==> config.mk <==
export PLATFORM = sky130hd
export DESIGN_NAME = differentiator_comb
export DESIGN_NICKNAME = d
export VERILOG_FILES = /design/src/rtl/differentiator_comb.sv
export SDC_FILE = /design/constraint.sdc
export NUM_CORES = 1
export LEC_CHECK = 0
export CAP_MARGIN = 20
export CORE_ASPECT_RATIO = 1.5
export CORE_UTILIZATION = 55
export CTS_BUF_LIST = sky130_fd_sc_hd__clkbuf_2 sky130_fd_sc_hd__clkbuf_4 sky130_fd_sc_hd__clkbuf_8
export DETAILED_ROUTE_END_ITERATION = 6
export PLACE_DENSITY_LB_ADDON = 0.2
export RECOVER_POWER = 50
export SLEW_MARGIN = 30
export SYNTH_ARGS = -nofsm -noshare
export SYNTH_HDL_FRONTEND = slang
export SYNTH_SLANG_ARGS = --single-unit
==> constraint.sdc <==
create_clock -name system1000 -period 7.22 [get_ports system1000]
set_clock_uncertainty 0.15 [all_clocks]
set_input_delay 2.166 -clock system1000 [delete_from_list [all_inputs] [get_ports system1000]]
set_output_delay 2.166 -clock system1000 [all_outputs]
set_load 0.02 [all_outputs]
==> src/rtl/differentiator_comb.sv <==
// Saturating comb differentiator: y[n] = x[n] - x[n-DELAY] on a valid-qualified stream.
// Define DIFF_COMB_SAT_EN to clamp the difference; otherwise it wraps and sat_o stays 0.
module differentiator_comb #(
  parameter int WIDTH = 10,
  parameter int DELAY = 1
) (
  input  logic                    system1000,
  input  logic                    system1000_rst,
  input  logic                    clear_i,
  input  logic                    vld_i,
  input  logic signed [WIDTH-1:0] x_i,
  output logic                    vld_o,
  output logic signed [WIDTH-1:0] y_o,
  output logic                    sat_o
);

  // Handshake: the block is always ready. A sample is accepted on any rising edge
  // where vld_i=1 and reset is low. Its result appears one edge later with a
  // single-cycle vld_o pulse. y_o/sat_o hold their values while vld_o=0.

  logic signed [WIDTH-1:0] r_hist [DELAY];
  logic signed [WIDTH-1:0] w_oldest;
  logic signed [WIDTH-1:0] w_y;
  logic                    w_sat;

  // A clear in the same cycle as a sample makes the delayed operand zero.
  assign w_oldest = clear_i ? '0 : r_hist[DELAY-1];

`ifdef DIFF_COMB_SAT_EN
  logic signed [WIDTH:0] w_diff;
  logic                  w_ovf;

  assign w_diff = {x_i[WIDTH-1], x_i} - {w_oldest[WIDTH-1], w_oldest};
  assign w_ovf  = w_diff[WIDTH] ^ w_diff[WIDTH-1];

  always_comb begin
    w_y   = w_diff[WIDTH-1:0];
    w_sat = 1'b0;
    if (w_ovf) begin
      w_sat = 1'b1;
      w_y   = x_i[WIDTH-1] ? {1'b1, {(WIDTH-1){1'b0}}} : {1'b0, {(WIDTH-1){1'b1}}};
    end
  end
`else
  assign w_y   = x_i - w_oldest;
  assign w_sat = 1'b0;
`endif

  always_ff @(posedge system1000) begin
    if (system1000_rst) begin
      for (int i = 0; i < DELAY; i++) r_hist[i] <= '0;
    end else if (clear_i) begin
      for (int i = 0; i < DELAY; i++) r_hist[i] <= '0;
      if (vld_i) r_hist[0] <= x_i;
    end else if (vld_i) begin
      r_hist[0] <= x_i;
      for (int i = 1; i < DELAY; i++) r_hist[i] <= r_hist[i-1];
    end
  end

  always_ff @(posedge system1000) begin
    if (system1000_rst) begin
      vld_o <= 1'b0;
      y_o   <= '0;
      sat_o <= 1'b0;
    end else begin
      vld_o <= vld_i;
      if (vld_i) begin
        y_o   <= w_y;
        sat_o <= w_sat;
      end
    end
  end

endmodule

==> implementation parameters, run 1 <==
Parameter                              Value

Worst setup path
  RR Endpoint    y_o[6]$_SDFFE_PP0P_
  Critical path arrival    4.79 ns
  Number of cells on the critical path    10
  Delay of the slowest cell on the worst path    0.68 ns
  Type of the setup path with the least slack    in2reg
  Slowest-stage cell, CP    sky130_fd_sc_hd__dlygate4sd3_1
  Chain of cells forming the critical path    dlygate4sd3_1 > nor2b_1 > ha_1 > inv_1 > fa_1 > a211oi_2 > o21ai_1 > nand2_1 > nor4b_1 > or4_1
  Setup crit end kind    register
  Worst path top cell family by delay    simple AND/OR/NAND/NOR gates
  R2r startpoint    r_hist[0][0]$_DFFE_PP_
  Type of element launching the critical path    primary input
  WP buf/inv    2
  Register-to-Register Path Depth    9
  Req. time, crit path    7.27 ns
  Minimum setup slack among reg-to-reg paths    4.71 ns
  Crit Path Max Fanout    11

Timing
  Worst setup slack after layout    2.48 ns
  Final Hold Fails    0
  Worst Max-Slew Pin Slew    0.813 ns
  Share of the clock period used by the worst path after layout    65.6%
  Number of endpoints failing setup at the final stage    0
  Fin crit period    4.74 ns
  Post-Route Setup TNS    0 ns
  Pins over their slew limit    0
  Relative slew slack    45.6%
  Unrepaired setup endpoints after global routing    false
  Fmax    211 MHz

Logic synthesis
  Area of the mapped netlist    0.00130 mm2
  Average cell area after synthesis    9.55 um2
  Predominant post-synthesis flop cell    sky130_fd_sc_hd__dfxtp_1
  Number of instances in the synthesized netlist    136
  Post-synthesis register bit count    21
  Share of flip-flops with an asynchronous set or reset    0%
  Multiplexer share of the synthesized area    2.31%
  Adder-Cell Fraction of Synth Area    10.2%
  Simple logic cell fraction of the synthesized area    27.6%
  Synthesized-area fraction occupied by xor and xnor cells    1.35%
  Sequential-to-total area share from yosys stat    40.1%
  Fraction of the mapped netlist area in compound gates    14.3%
  Ys Warns    0
  Combinational family with the most area after synthesis    simple AND/OR/NAND/NOR gates
  Number of enable flip-flop cells after synthesis    10
  Synth Net Count    160
  Synth cell types    40

Layout
  Final net count    182
  Layout Cell Area excl Fill    0.00157 mm2
  Layout cells sized above 1    5.10%
  Filler cell count in the final layout    197
  Final Non-Filler Cells    180
  Synthesis-to-finish area growth    20.6%
  Number of antenna repair diodes    0

Flow run
  Number of max-cap violations    0

Clock tree
  Number of levels the H-tree was split into    1
  Sink Count    21
  Hold bufs inserted after CTS    0
  Number of buffers created by CTS    3
  Clock latency on the worst-skew pair    0.31 ns
  Reg clk slew, reported paths    0.12 ns
  Longest Clk Path Bufs    2
  Cts repair resizes    0
  Number of buffers inserted to repair setup after CTS    0
  Root buffer cell    sky130_fd_sc_hd__clkbuf_4
  TritonCTS clock tree    yes

Routing
  Detailed-router iteration count before antenna repair    4
  Final ANT Viol Nets    0
  Routed length per instance    15.5 um
  Number of remaining DRC errors    0
  Violation count after the first detailed-route iteration    27
  Detail-routed via count per cell    5.99
  Count of vias placed by the detailed router    1078
  Final wirelength    2.79 mm

Pwr
  Part of the total power dissipated in combinational logic    28.4%
  Clock network fraction of total power    21.9%
  Switch Pwr    0.0834 mW
  Total Power Consumption    0.279 mW
  Flop pwr share    49.6%
  Peak supply drop    0.152 mV
  Internal power contribution    0.196 mW
  Power per cell area    178 mW/mm2
  Cell leakage power    0.610 nW
  Fraction of power spent switching nets    29.9%

Place
  Post-placement worst setup slack    2.25 ns
  Post-placement cell area    0.00154 mm2
  Post-DP HPWL    2.08 mm
  Final RePlAce weighted congestion    0.854
  IO buf count    24
  Inst Count DP    176

Floorplanning
  DIE WIDTH    41.7 um
  Rows    21
  Core outline area    0.00223 mm2
  Count of boundary I/O pins    26
  Starting density of the core    58.2%
  Floorplan die area    0.00256 mm2
  Die height    61.5 um

Worst hold path
  Endpoint with the worst hold slack    y_o[0]$_SDFFE_PP0P_
  Min-delay src    y_o[0]$_SDFFE_PP0P_
  Number of instances on the worst hold path    2
  Path category of the worst min-delay check    reg2reg

Global route
  All-Layer GR Usage    24.1%
  Global-route wire length before repair    4.65 mm
  Number of global-route vias before repair    1067
  Pin count of the biggest net entering global routing    26
  Remaining global-route overflow    0
  Number of antenna violations at the first check in global routing    0

Status
  Outcome    finished, final reports clean
[layout by cell type (no fill, tap or decap), types with 2 or more instances in the layout]
master and n:
sky130_fd_sc_hd__dlygate4sd3_1 13, sky130_fd_sc_hd__ha_1 9, sky130_fd_sc_hd__a211oi_1 4, sky130_fd_sc_hd__nor2_1 12
sky130_fd_sc_hd__a31oi_1 3, sky130_fd_sc_hd__dfxtp_1 11, sky130_fd_sc_hd__and2_1 10, sky130_fd_sc_hd__a21oi_1 3
sky130_fd_sc_hd__mux2i_1 3, sky130_fd_sc_hd__nor4b_1 2, sky130_fd_sc_hd__or4b_1 3, sky130_fd_sc_hd__nor2b_1 4
sky130_fd_sc_hd__clkdlybuf4s50_1 11, sky130_fd_sc_hd__nand2b_1 9, sky130_fd_sc_hd__clkbuf_4 4, sky130_fd_sc_hd__inv_1 5
sky130_fd_sc_hd__o311ai_1 2, sky130_fd_sc_hd__nor3b_1 3, sky130_fd_sc_hd__o21ai_0 3, sky130_fd_sc_hd__edfxtp_1 10
sky130_fd_sc_hd__o21ai_1 4, sky130_fd_sc_hd__xnor2_1 2, sky130_fd_sc_hd__nand2_1 9, sky130_fd_sc_hd__nand4b_1 2
[kinds of logic (layout without fill, tap and decap cells)]
family	after synthesis	after routing
other	1	1
DFF	21	21
muxes	3	3
AOI/OAI and AO/OA	26	26
and+or+nand+nor	61	61
adders and majority gates	10	10
xor gates and xnor gates	2	2
buffers and inverters	12	33
[synthesized netlist by cell type (4+ instances only)]
cell / number / area share (%)
sky130_fd_sc_hd__o21ai_1: 4 / 1.5
sky130_fd_sc_hd__nand2_1: 9 / 2.6
sky130_fd_sc_hd__nor2_1: 12 / 3.5
sky130_fd_sc_hd__nand2b_1: 9 / 4.3
sky130_fd_sc_hd__a211oi_1: 4 / 2.3
sky130_fd_sc_hd__clkbuf_1: 5 / 1.4
sky130_fd_sc_hd__ha_1: 9 / 8.7
sky130_fd_sc_hd__inv_1: 5 / 1.4
sky130_fd_sc_hd__nor2b_1: 4 / 1.9
sky130_fd_sc_hd__edfxtp_1: 10 / 23
sky130_fd_sc_hd__dfxtp_1: 11 / 17
sky130_fd_sc_hd__and2_1: 10 / 4.8
[sequential cells by signal, summed over array words and instances, names as in the netlist]
name,cells
r_hist,10
vld_o,1
y_o,10
[power groups by stage]
stage                     registers, mW  logic, mW  clock network [mW]
after CTS                         0.139     0.0816              0.0632
final                             0.139     0.0795              0.0613
after global placement            0.141     0.0794                   0
after global routing              0.140     0.0874              0.0657
after floorplan                   0.149     0.0433                   0
after detailed placement          0.142     0.0811                   0
[through the flow]
step	hold WS, ns	util, %
global route	0.384	70.1
finish	0.337	70.1
detailed placement	0.324	68.8
CTS	0.338	70.1
global placement	0.317	68.8
floorplan	0.399	-
[area by class of cell]
class	count	area (um2)	area share (%)
timing repair buffer	24	240	15.3
tap	23	28.8	1.84
inverter	5	18.8	1.20
multi-input combinational	103	728	46.5
sequential	21	520	33.2
clock buffer	4	30.0	1.92
[layer usage]
layer  track usage, %  up-vias  part of all wire (%)
met3             2.35        9                   2.9
met5                0        -                     0
li1                 -      535                     -
met4             17.5        0                   3.3
met2             44.2       34                    53
met1             26.2      500                    41
[worst max path at each step]
stage,from,to,slack (ns)
after floorplan,clear_i,y_o[6]$_SDFFE_PP0P_,2.94
after global placement,clear_i,y_o[6]$_SDFFE_PP0P_,2.37
after detailed placement,clear_i,y_o[6]$_SDFFE_PP0P_,2.25
after CTS,clear_i,y_o[6]$_SDFFE_PP0P_,2.58
after global routing,clear_i,y_o[6]$_SDFFE_PP0P_,2.33
final,clear_i,y_o[6]$_SDFFE_PP0P_,2.48
[tightest hold or removal path, stage by stage (launching register included)]
cell	delay, ns
sky130_fd_sc_hd__dfxtp_1	0.33
sky130_fd_sc_hd__nor2_1	0.08
sky130_fd_sc_hd__a211oi_1	0.05
Note: power is estimated with default switching activity, not from simulation.
==> run 2: changes to the inputs <==
--- a/config.mk
+++ b/config.mk
@@ -7,7 +7,7 @@
 export LEC_CHECK = 0
 export CAP_MARGIN = 20
 export CORE_ASPECT_RATIO = 1.5
-export CORE_UTILIZATION = 55
+export CORE_UTILIZATION = 48
 export CTS_BUF_LIST = sky130_fd_sc_hd__clkbuf_2 sky130_fd_sc_hd__clkbuf_4 sky130_fd_sc_hd__clkbuf_8
 export DETAILED_ROUTE_END_ITERATION = 6
 export PLACE_DENSITY_LB_ADDON = 0.2
==> constraint.sdc (replaced) <==
create_clock -name system1000 -period 4.13 [get_ports system1000]
set_clock_uncertainty 0.15 [all_clocks]
set_input_delay 1.239 -clock system1000 [delete_from_list [all_inputs] [get_ports system1000]]
set_output_delay 1.239 -clock system1000 [all_outputs]
set_load 0.02 [all_outputs]
==> run 2 against run 1 <==
Net effect:
- core utilization is 6.2 points lower
- design area is 2.2% higher
- non-clock buffer count is 3 higher
- first-iteration DRC count is 41% higher
- worst hold slack better by 0.0082 ns
- routed wire length is 4.8% higher
- global-route usage is 1.8 points lower
- cell count is 8.9% higher
- critical path type unchanged
- critical endpoint unchanged
- largest cell class unchanged
==> implementation parameters, run 2 (synthesis results as in run 1) <==
Parameter                              Value

Floorplanning
  DIE WIDTH    44.5 um (was 41.7 um)
  Starting density of the core    51.8% (was 58.2%)
  Count of boundary I/O pins    26 (unchanged)
  Die height    65.7 um (was 61.5 um)
  Floorplan die area    0.00292 mm2 (was 0.00256 mm2)
  Core outline area    0.00250 mm2 (was 0.00223 mm2)
  Rows    22 (was 21)

Timing
  Fin crit period    3.69 ns
  Worst hold slack    0.345 ns (was 0.337 ns)
  Share of the clock period used by the worst path after layout    89.3%
  Worst Max-Slew Pin Slew    0.683 ns (was 0.813 ns)
  Post-Route Setup TNS    0 ns (unchanged)
  Relative slew slack    54.4% (was 45.6%)
  Final Hold Fails    0 (unchanged)
  Pins over their slew limit    0 (unchanged)
  Number of endpoints failing setup at the final stage    0 (unchanged)
  Unrepaired setup endpoints after global routing    false (unchanged)
  Fmax    271 MHz

Worst setup path
  Req. time, crit path    4.17 ns (was 7.27 ns)
  Setup crit end kind    register (unchanged)
  Critical path arrival    3.73 ns (was 4.79 ns)
  Crit Path Max Fanout    3 (was 11)
  Type of element launching the critical path    primary input (unchanged)
  Type of the setup path with the least slack    in2reg (unchanged)

Layout
  Top library cells by usage in the layout, fill and taps aside    sky130_fd_sc_hd__dlygate4sd3_1 (13), sky130_fd_sc_hd__nor2_1 (12), sky130_fd_sc_hd__clkdlybuf4s50_1 (11), sky130_fd_sc_hd__dfxtp_1 (11) (unchanged)
  Registers with the highest flip-flop counts    r_hist x10, y_o x10, vld_o x1 (unchanged)
  Synthesis-to-finish area growth    23.3% (was 20.6%)
  Most common cell after layout, fill and taps aside    sky130_fd_sc_hd__dlygate4sd3_1 (unchanged)
  Number of antenna repair diodes    0 (unchanged)
  Final net count    185 (was 182)
  Layout cells sized above 1    6.25% (was 5.10%)

Routing
  Final ANT Viol Nets    0 (unchanged)
  Violation count after the first detailed-route iteration    38 (was 27)
  Highest metal layer with signal wires    met4 (unchanged)
  Met2 wire length    1.53 mm (was 1.47 mm)
  Final wirelength    2.93 mm (was 2.79 mm)
  Met1 wire length    1.18 mm (was 1.15 mm)
  Routed length per instance    14.9 um (was 15.5 um)
  Detailed-router iteration count before antenna repair    4 (unchanged)
  Number of remaining DRC errors    0 (unchanged)
  Detail-routed via count per cell    5.70 (was 5.99)
  Count of vias placed by the detailed router    1118 (was 1078)
  Met3 wire len    112 um (was 82 um)

Status
  Outcome    finished, final reports clean (unchanged)

Pwr
  Cell leakage power    0.621 nW (was 0.610 nW)
  Power per cell area    305 mW/mm2 (was 178 mW/mm2)
  Peak supply drop    0.210 mV (was 0.152 mV)
  Total Power Consumption    0.489 mW (was 0.279 mW)

Clock tree
  Reg clk slew, reported paths    0.11 ns (was 0.12 ns)
  Hold bufs inserted after CTS    0 (unchanged)
  Root buffer cell    sky130_fd_sc_hd__clkbuf_4 (unchanged)
  Clock latency on the worst-skew pair    0.30 ns (was 0.31 ns)
  Cts repair resizes    0 (unchanged)
  TritonCTS clock tree    yes (unchanged)
  Longest Clk Path Bufs    2 (unchanged)
  Number of levels the H-tree was split into    1 (unchanged)
  Sink Count    21 (unchanged)
  Number of buffers created by CTS    3 (unchanged)
  Number of buffers inserted to repair setup after CTS    0 (unchanged)

Flow run
  Number of max-cap violations    0 (unchanged)

Global route
  Number of antenna violations at the first check in global routing    0 (unchanged)
  Global-route wire length before repair    4.86 mm (was 4.65 mm)
  Remaining global-route overflow    0 (unchanged)
  All-Layer GR Usage    22.3% (was 24.1%)
  Number of global-route vias before repair    1120 (was 1067)
  Pin count of the biggest net entering global routing    15 (was 26)

Place
  Post-DP HPWL    2.22 mm (was 2.08 mm)
  Final RePlAce weighted congestion    0.927 (was 0.854)
  IO buf count    24 (unchanged)

Worst hold path
  Path category of the worst min-delay check    reg2reg (unchanged)
-- run 2: cell types whose count changed in the layout (fill, tap and decap cells not counted) --
cell	delta
sky130_fd_sc_hd__buf_4	+2
sky130_fd_sc_hd__clkbuf_1	+1
-- run 2: report_power, final --
part	switching [mW]	total, mW	internal, mW
sequential	0.00647	0.243	0.236
clock	0.0607	0.105	0.0442
combinational	0.0781	0.142	0.0637
total	0.145	0.489	0.344
-- run 2: layer usage --
layer  track usage [%]  up-vias
met5                 0        -
met2              38.8       44
met3              1.92       13
met1              26.2      520
li1                  -      541
met4              12.1        0
-- run 2: area by class of cell --
class | count | area, um2
timing repair buffer | 27 | 259
multi-input combinational | 103 | 728
inverter | 5 | 18.8
fill | 219 | 903
sequential | 21 | 520
clock buffer | 4 | 30.0
tap | 36 | 45.0
-- run 2: metrics by stage --
| stage | util (%) | cells | area (um2) | setup WS (ns) |
|---|---|---|---|---|
| finish | 63.9 | 196 | 1600 | 0.443 |
| global route | 63.9 | 196 | 1600 | 0.347 |
| CTS | 64.1 | 196 | 1610 | 0.584 |
| detailed placement | 62.9 | 192 | 1580 | 0.254 |
| global placement | 62.9 | 192 | 1580 | 0.365 |
| floorplan | - | 136 | 1300 | 0.776 |
-- run 2: critical path, stage by stage --
cell,delay [ns]
sky130_fd_sc_hd__dlygate4sd3_1,0.59
sky130_fd_sc_hd__nor2b_1,0.13
sky130_fd_sc_hd__ha_1,0.16
sky130_fd_sc_hd__inv_1,0.05
sky130_fd_sc_hd__fa_1,0.44
sky130_fd_sc_hd__a211oi_2,0.31
sky130_fd_sc_hd__o21ai_1,0.13
sky130_fd_sc_hd__nand2_1,0.10
sky130_fd_sc_hd__nor4b_1,0.07
sky130_fd_sc_hd__or4_1,0.51
-- run 2: final timing paths --
kind,from,end,slack (ns),cells past startpoint
worst max-delay path,clear_i,y_o[6]$_SDFFE_PP0P_,0.44,10
worst min-delay path,y_o[0]$_SDFFE_PP0P_,y_o[0]$_SDFFE_PP0P_,0.35,2
worst max register to register,r_hist[0][0]$_DFFE_PP_,y_o[6]$_SDFFE_PP0P_,1.63,9
worst min register to register,y_o[0]$_SDFFE_PP0P_,y_o[0]$_SDFFE_PP0P_,0.35,2
